===== src/rtl/serial_subtractor_pkg.sv =====
// Shared definitions for the bit-serial subtractor: FSM encoding and counter sizing.
package serial_subtractor_pkg;

  localparam logic [1:0] ST_IDLE  = 2'd0;
  localparam logic [1:0] ST_SHIFT = 2'd1;
  localparam logic [1:0] ST_DONE  = 2'd2;

  // Bits needed to count 0..value-1; never less than one bit.
  function automatic int clog2(input int value);
    int r;
    r = 1;
    for (int i = 1; i < 31; i++) begin
      if ((1 << i) < value) r = i + 1;
    end
    return r;
  endfunction

endpackage


===== src/rtl/serial_subtractor_full_subtractor.sv =====
// One-bit full subtractor cell: d = a - b - bin with borrow-out.
module full_subtractor (
  input  logic a,
  input  logic b,
  input  logic bin,
  output logic d,
  output logic bout
);

  assign d    = a ^ b ^ bin;
  assign bout = (~a & b) | (~(a ^ b) & bin);

endmodule


===== src/rtl/serial_subtractor.sv =====
// Bit-serial WIDTH-bit subtractor D = A - B - Bin, LSB first, with valid/ready on both sides.
module serial_subtractor
  import serial_subtractor_pkg::*;
#(
  parameter int WIDTH = 8
) (
  input  logic             clk,
  input  logic             rst_n,
  input  logic             in_valid,
  output logic             in_ready,
  input  logic [WIDTH-1:0] A,
  input  logic [WIDTH-1:0] B,
  input  logic             Bin,
  output logic             out_valid,
  input  logic             out_ready,
  output logic [WIDTH-1:0] D,
  output logic             Bout,
  output logic             Ovf
);

  localparam int CNT_W = clog2(WIDTH);
  localparam logic [CNT_W-1:0] CNT_LAST = CNT_W'(WIDTH - 1);

  logic [1:0]       state_q, state_d;
  logic [WIDTH-1:0] a_q, a_d;
  logic [WIDTH-1:0] b_q, b_d;
  logic [WIDTH-1:0] res_q, res_d;
  logic [CNT_W-1:0] cnt_q, cnt_d;
  logic             br_q, br_d;
  logic             ovf_q, ovf_d;
  logic [WIDTH-1:0] dout_q, dout_d;
  logic             bout_q, bout_d;
  logic             ovfo_q, ovfo_d;
  logic             vld_q, vld_d;

  logic fs_d, fs_bout;

  full_subtractor u_fs (
    .a    (a_q[0]),
    .b    (b_q[0]),
    .bin  (br_q),
    .d    (fs_d),
    .bout (fs_bout)
  );

  always_comb begin
    state_d = state_q;
    a_d     = a_q;
    b_d     = b_q;
    res_d   = res_q;
    cnt_d   = cnt_q;
    br_d    = br_q;
    ovf_d   = ovf_q;
    dout_d  = dout_q;
    bout_d  = bout_q;
    ovfo_d  = ovfo_q;
    vld_d   = vld_q;
    case (state_q)
      ST_IDLE: begin
        if (in_valid) begin
          a_d     = A;
          b_d     = B;
          br_d    = Bin;
          cnt_d   = '0;
          state_d = ST_SHIFT;
        end
      end
      ST_SHIFT: begin
        a_d   = {1'b0, a_q[WIDTH-1:1]};
        b_d   = {1'b0, b_q[WIDTH-1:1]};
        res_d = {fs_d, res_q[WIDTH-1:1]};
        br_d  = fs_bout;
        if (cnt_q == CNT_LAST) begin
          // Overflow iff the borrow into the sign bit differs from the borrow out of it.
          ovf_d   = fs_bout ^ br_q;
          state_d = ST_DONE;
        end else begin
          cnt_d = cnt_q + 1'b1;
        end
      end
      ST_DONE: begin
        // First DONE cycle publishes into the output registers, which then hold
        // the result across IDLE while the working registers take new operands.
        if (!vld_q) begin
          dout_d = res_q;
          bout_d = br_q;
          ovfo_d = ovf_q;
          vld_d  = 1'b1;
        end else if (out_ready) begin
          vld_d   = 1'b0;
          state_d = ST_IDLE;
        end
      end
      default: state_d = ST_IDLE;
    endcase
  end

  always_ff @(posedge clk or negedge rst_n) begin
    if (!rst_n) begin
      state_q <= ST_IDLE;
      a_q     <= '0;
      b_q     <= '0;
      res_q   <= '0;
      cnt_q   <= '0;
      br_q    <= 1'b0;
      ovf_q   <= 1'b0;
      dout_q  <= '0;
      bout_q  <= 1'b0;
      ovfo_q  <= 1'b0;
      vld_q   <= 1'b0;
    end else begin
      state_q <= state_d;
      a_q     <= a_d;
      b_q     <= b_d;
      res_q   <= res_d;
      cnt_q   <= cnt_d;
      br_q    <= br_d;
      ovf_q   <= ovf_d;
      dout_q  <= dout_d;
      bout_q  <= bout_d;
      ovfo_q  <= ovfo_d;
      vld_q   <= vld_d;
    end
  end

  assign in_ready  = (state_q == ST_IDLE);
  assign out_valid = vld_q;
  assign D         = dout_q;
  assign Bout      = bout_q;
  assign Ovf       = ovfo_q;

endmodule


===== config.mk =====
export PLATFORM = sky130hd
export DESIGN_NAME = serial_subtractor
export DESIGN_NICKNAME = d
export VERILOG_FILES = /design/src/rtl/serial_subtractor_pkg.sv /design/src/rtl/serial_subtractor_full_subtractor.sv /design/src/rtl/serial_subtractor.sv
export SDC_FILE = /design/constraint.sdc
export NUM_CORES = 1
export LEC_CHECK = 0
export ABC_CLOCK_PERIOD_IN_PS = 1300
export CORE_MARGIN = 2
export CORE_UTILIZATION = 39
export DETAILED_ROUTE_END_ITERATION = 6
export PLACE_DENSITY = 0.73
export SLEW_MARGIN = 20
export SYNTH_ARGS = -nofsm -noshare
export SYNTH_HDL_FRONTEND = slang
export SYNTH_HIERARCHICAL = 1
export SYNTH_SLANG_ARGS = --single-unit

===== constraint.sdc =====
create_clock -name clk -period 1.3 [get_ports clk]
set_clock_uncertainty 0.1 [all_clocks]
set_input_delay 0.195 -clock clk [delete_from_list [all_inputs] [get_ports clk]]
set_output_delay 0.195 -clock clk [all_outputs]
set_load 0.1 [all_outputs]

Word level (Yosys, flattened, before mapping)
Cells that the tools add are included.
Storage, ports and cells
  register bits: 42
  output and inout bits: 12
  bits of input ports: 21
Cells by class
  eq/ne operators: 8
  bitwise logic cells: 9
  add/subtract/negate cells: 1
  reduce and logical (&&, ||, !) cells: 7
  muxes and demuxes: 16
Operator list (count)
  case mux 8 bit (2 select lines): 2
  2-to-1 mux 8 bit: 2
  inequality test 2 bit, second input constant: 5
  2-to-1 mux 2 bit: 4
  2-to-1 mux 3 bit: 2
  case mux 2 bit (3 select lines): 1
  case mux 3 bit (2 select lines): 1
  AND reduction 2 bit: 3
  AND reduction 4 bit: 1
  adder 3 x 1 -> 3 bit, second input constant: 1
  equality test 3 bit, second input constant: 1
  2-to-1 mux 1 bit: 3
  inverter 1 bit: 3
  AND reduction 3 bit: 1
  bitwise XOR 1 bit: 3
  AND 1 bit: 2
  equality test 2 x 1 -> 1 bit, second input constant: 1
  equality test 2 bit, second input constant: 1
  zero test 2 bit: 1
  case mux 1 bit (2 select lines): 1
  nonzero test 2 bit: 1
  bitwise OR 1 bit: 1

Logic depth before layout (Yosys ltp)
  word-level depth: 5
  mapped depth: 5

Modules after synthesis
Netlist, hierarchy kept.
Modules (own cells, without submodules)
  serial_subtractor: times used 1, area each 1865.5 µm², cells an instance 155, sequential area each 1051.0 µm²
  full_subtractor: times used 1, area each 31.3 µm², cells an instance 4, sequential area each 0.0 µm²

Least setup slack after synthesis
No wires, ideal clock.
  path type: register to register
  from: register state_q[1]
  to: register a_q[6]
  slack: -1.238 ns
  arrival time: 2.227 ns
  cell stages (with the launch flop): 5
  cell sequence: dfrtp_1 -> buf_2 -> buf_4 -> nor2_1 -> a222oi_1
Between the ends
  longest elaborated chain between the ends: 3
  elaborated cells between the ends (all ways): 6
RTL lines
  from (decl): line serial_subtractor.sv:24  | logic [1:0] state_q, state_d;
  from (signal assigned): line serial_subtractor.sv:112  | state_q <= state_d;
  zero test 2 bit *
  via in_ready: line serial_subtractor.sv:10  | output logic in_ready,
  inequality test 2 bit (no source line) or nonzero test 2 bit (tied branches)
  AND reduction 2 bit (no source line)
  to (signal assigned): line serial_subtractor.sv:101  | a_q <= '0;
  to (signal assigned): line serial_subtractor.sv:113  | a_q <= a_d;
  to (decl): line serial_subtractor.sv:25  | logic [WIDTH-1:0] a_q, a_d;
The timed path passes the listed nets; every way through them passes the cells marked *.
A chain may end at the register's enable or synchronous reset.

Final worst setup path
  from: register state_q[0]
  to: output port in_ready
Between the ends
  longest elaborated chain between the ends: 1
RTL lines
  zero test 2 bit: line serial_subtractor.sv:126  | assign in_ready = (state_q == ST_IDLE);
  to (decl): line serial_subtractor.sv:10
Every way passes these cells.

==> results.toml <==
[run_status]
outcome = "complete, but fails checks"
violations = "setup timing"

[cells_and_area]
final_cells = 286
diodes = 0
layout-drive-gt1-share_pct = 52.16
post-route-cell-area_um2 = 3188
fin_util_pct = 67.95
nets = 255
area_delta_synth_final_pct = 68.07

[critical_path]
cp-start-kind = "flip-flop"
critPathMaxFanout = 2
worst_setup_path_end_kind = "primary output"
critical-path-slowest-cell = "dfrtp_1"
critical_path_class = "flip-flop to primary output"
critPathMaxStageDelay_ns = 0.39
cp_top_family = "buffers and inverters"
path_cells = "buf_6 -> buf_8 -> nor2_4 -> buf_12"
worstPathArrival_ns = 1.22
critPathBufInv = 3
required_ns = 1.00

[placed_design]
dp.cells = 257
dp_slack_ns = -0.2518
placed_area_um2 = 2577
gp_congestion = 0.8364
portBuffers = 32
dp.final_hpwl_um = 2700

[yosys]
yosysWarnings = 6
synth.cell_area_um2 = 1897
synth_top_area_cell = "dfrtp_1"
synth_common_cells = "42 x dfrtp_1, 19 x mux2_2, 15 x nand2_1"
synth_cell_types = 27
synth_edf_count = 0
synth_cells = 159
synth_most_common_cell = "dfrtp_1"
ys_seq_elements = 42
syn_nets = 183
synth_top_cell_area_share_pct = 55.41
yosysSeqAreaShare_pct = 55.41
synthArstFlopShare_pct = 100.0
yosys-top-cells-area = "dfrtp_1 55%, mux2_2 11%, a221o_1 4.7%, nand2b_1 4.0%, o21ai_0 3.4%"
post_synth.cell_area_avg_um2 = 11.93
synthFlopType = "dfrtp_1"

[timing]
period_share_pct = 116.5
slew_headroom_pct = 74.74
setup_viol = 39
maxSlewViolCount = 0
min_period_ns = 1.515
rsz0062_at_grt = "true"
fin_hold_ws_ns = 0.2399
setup_ws_ns = -0.2149
worst_slew_pin_slew_ns = 0.3788
fin_tns_setup_ns = -5.168
finalHoldViolCount = 0
fmax_mhz = 660.1

[grt]
antenna_found_initial = 0
grt-ovfl-total = 0
grt_first_pass_wirelength_um = 7776
grt_start_max_net_pins = 30
grt_use_total_pct = 19.29
grt_pass1_vias = 1575

[flow_run]
cap_violations = 0

[power_and_ir_drop]
finalPower_mw = 7.900
power.internal_mw = 4.822
powerDensity_nw_per_um2 = 2478
power_frac_seq_pct = 29.7
power_frac_comb_pct = 57.4
netSwitchingFraction_pct = 38.96
p_leak_nw = 1.471
power_switching_mw = 3.078
peakVddDrop_mv = 1.076
clockPowerShare_pct = 12.9

[detailed_routing]
num_vias = 1546
drtIter0Drc = 80
dr.max_layer_used = "met4"
drt-wirelength-per-cell_um = 18.05
wirelength_um = 5163
dr.pass1.iters = 4
post_drt_via_cell_ratio = 5.406
drc = 0
wl_met1_um = 2218
postRouteAntennaNets = 0
wl_met2_um = 2686
routed-wl-met3_um = 146

[die]
die_h_um = 73.74
io-pin-count = 33
rows = 25
die_x_um = 73.74
initial_core_util_pct = 40.43
core_area_um2 = 4692
dieArea_um2 = 5438

[clock_network]
clk_latency_ns = 0.30
cts_inserted_buffers = 5
cts-root-buf = "clkbuf_8"
clk_pin_slew_ns = 0.08
cts_buffer_depth = 2
h-tree-depth = 2
cts.sinks = 42
cts_tree = "yes"

[min_path]
min_path_type = "input pin to async pin"
-- power groups by stage --
stage | Clock [mW] | Combinational (mW) | Sequential (mW)
after floorplan | 0 | 1.53 | 2.94
after global placement | 0 | 3.35 | 2.27
after detailed placement | 0 | 3.44 | 2.29
after CTS | 1.03 | 4.21 | 2.30
after global routing | 1.11 | 4.79 | 2.42
final | 1.02 | 4.54 | 2.34
-- metal layers --
| layer | GRT usage [%] | up-vias |
|---|---|---|
| met5 | 0 | - |
| met1 | 24.89 | 791 |
| li1 | - | 713 |
| met2 | 32.04 | 31 |
| met4 | 6.061 | 0 |
| met3 | 4.527 | 11 |
-- kinds of logic after synthesis --
logic type | count (synthesis) | synth area share, %
flip-flops | 42 | 55.41
XOR/XNOR | 1 | 0.4618
buffers and inverters | 16 | 3.826
multiplexers | 20 | 11.87
adder cells (fa/ha/maj) | 3 | 2.375
AO/OA/AOI/OAI | 39 | 15.76
AND/OR/NAND/NOR | 38 | 10.29
-- worst register-to-register path, delay by kind of cell, from the launching register on --
| kind | cells | cell delay [ns] |
|---|---|---|
| buffers and inverters | 2 | 0.31 |
| flip-flops | 1 | 0.39 |
| multiplexers | 1 | 0.32 |
| AND/OR/NAND/NOR | 2 | 0.28 |
-- flip-flops by register name, indices dropped and copies added (netlist names) --
name / flops
D: 8
a_q: 8
b_q: 8
res_q: 8
cnt_q: 3
state_q: 2
Bout: 1
Ovf: 1
br_q: 1
out_valid: 1
ovf_q: 1
-- cell usage in the layout (no fill, tap or decap), types with 2 or more instances in the layout --
cell,Yosys,routed
buf_4,2,18
ha_4,0,2
clkinv_2,0,2
o21ai_1,0,3
inv_1,8,6
a2bb2oi_2,0,4
nand2_1,15,9
o21ai_0,13,3
nand2_2,0,5
nor2_4,1,3
dfrtp_1,42,40
nand2b_4,0,8
inv_2,0,2
buf_12,0,15
clkdlybuf4s50_1,0,18
nand2b_1,12,5
o22a_1,4,4
a22o_1,5,5
clkbuf_8,0,5
nor2b_1,3,2
o21ai_2,0,7
mux2_4,0,19
a221o_1,9,9
buf_6,0,13
buf_8,0,4
-- final timing paths --
kind                              endpoint  depth (start not counted)  slack, ns       start
worst max-delay path              in_ready                          4      -0.21  state_q[0]
worst min-delay path                  D[5]                          2       0.24       rst_n
worst max register to register        D[2]                          5      -0.21  state_q[0]
worst min register to register      a_q[2]                          1       0.41      a_q[2]
max in group asynchronous       state_q[1]                          3       0.37       rst_n
min in group clk                    b_q[7]                          3       0.36        B[7]
-- final cells by class --
class                           instances  area (um^2)
Timing Repair Buffer                   72        873.3
Sequential cell                        42         1056
Multi-Input combinational cell        102         1052
Tap cell                               54        67.56
Fill cell                             320         1504
Clock inverter                          3        40.04
Clock buffer                            5        68.82
Inverter                                8        30.03
-- repair_timing --
item / in CTS / in global routing
buffers inserted: 10 / 8
cloned: 5 / 0
resized for setup: 67 / 25
hold buffers: 1 / 0
pin swaps: 15 / 7
hold endpoints to repair: 13 / 0
endpoints found under the setup margin: 39 / 42
No activity file was read; power rests on OpenSTA's default activity.
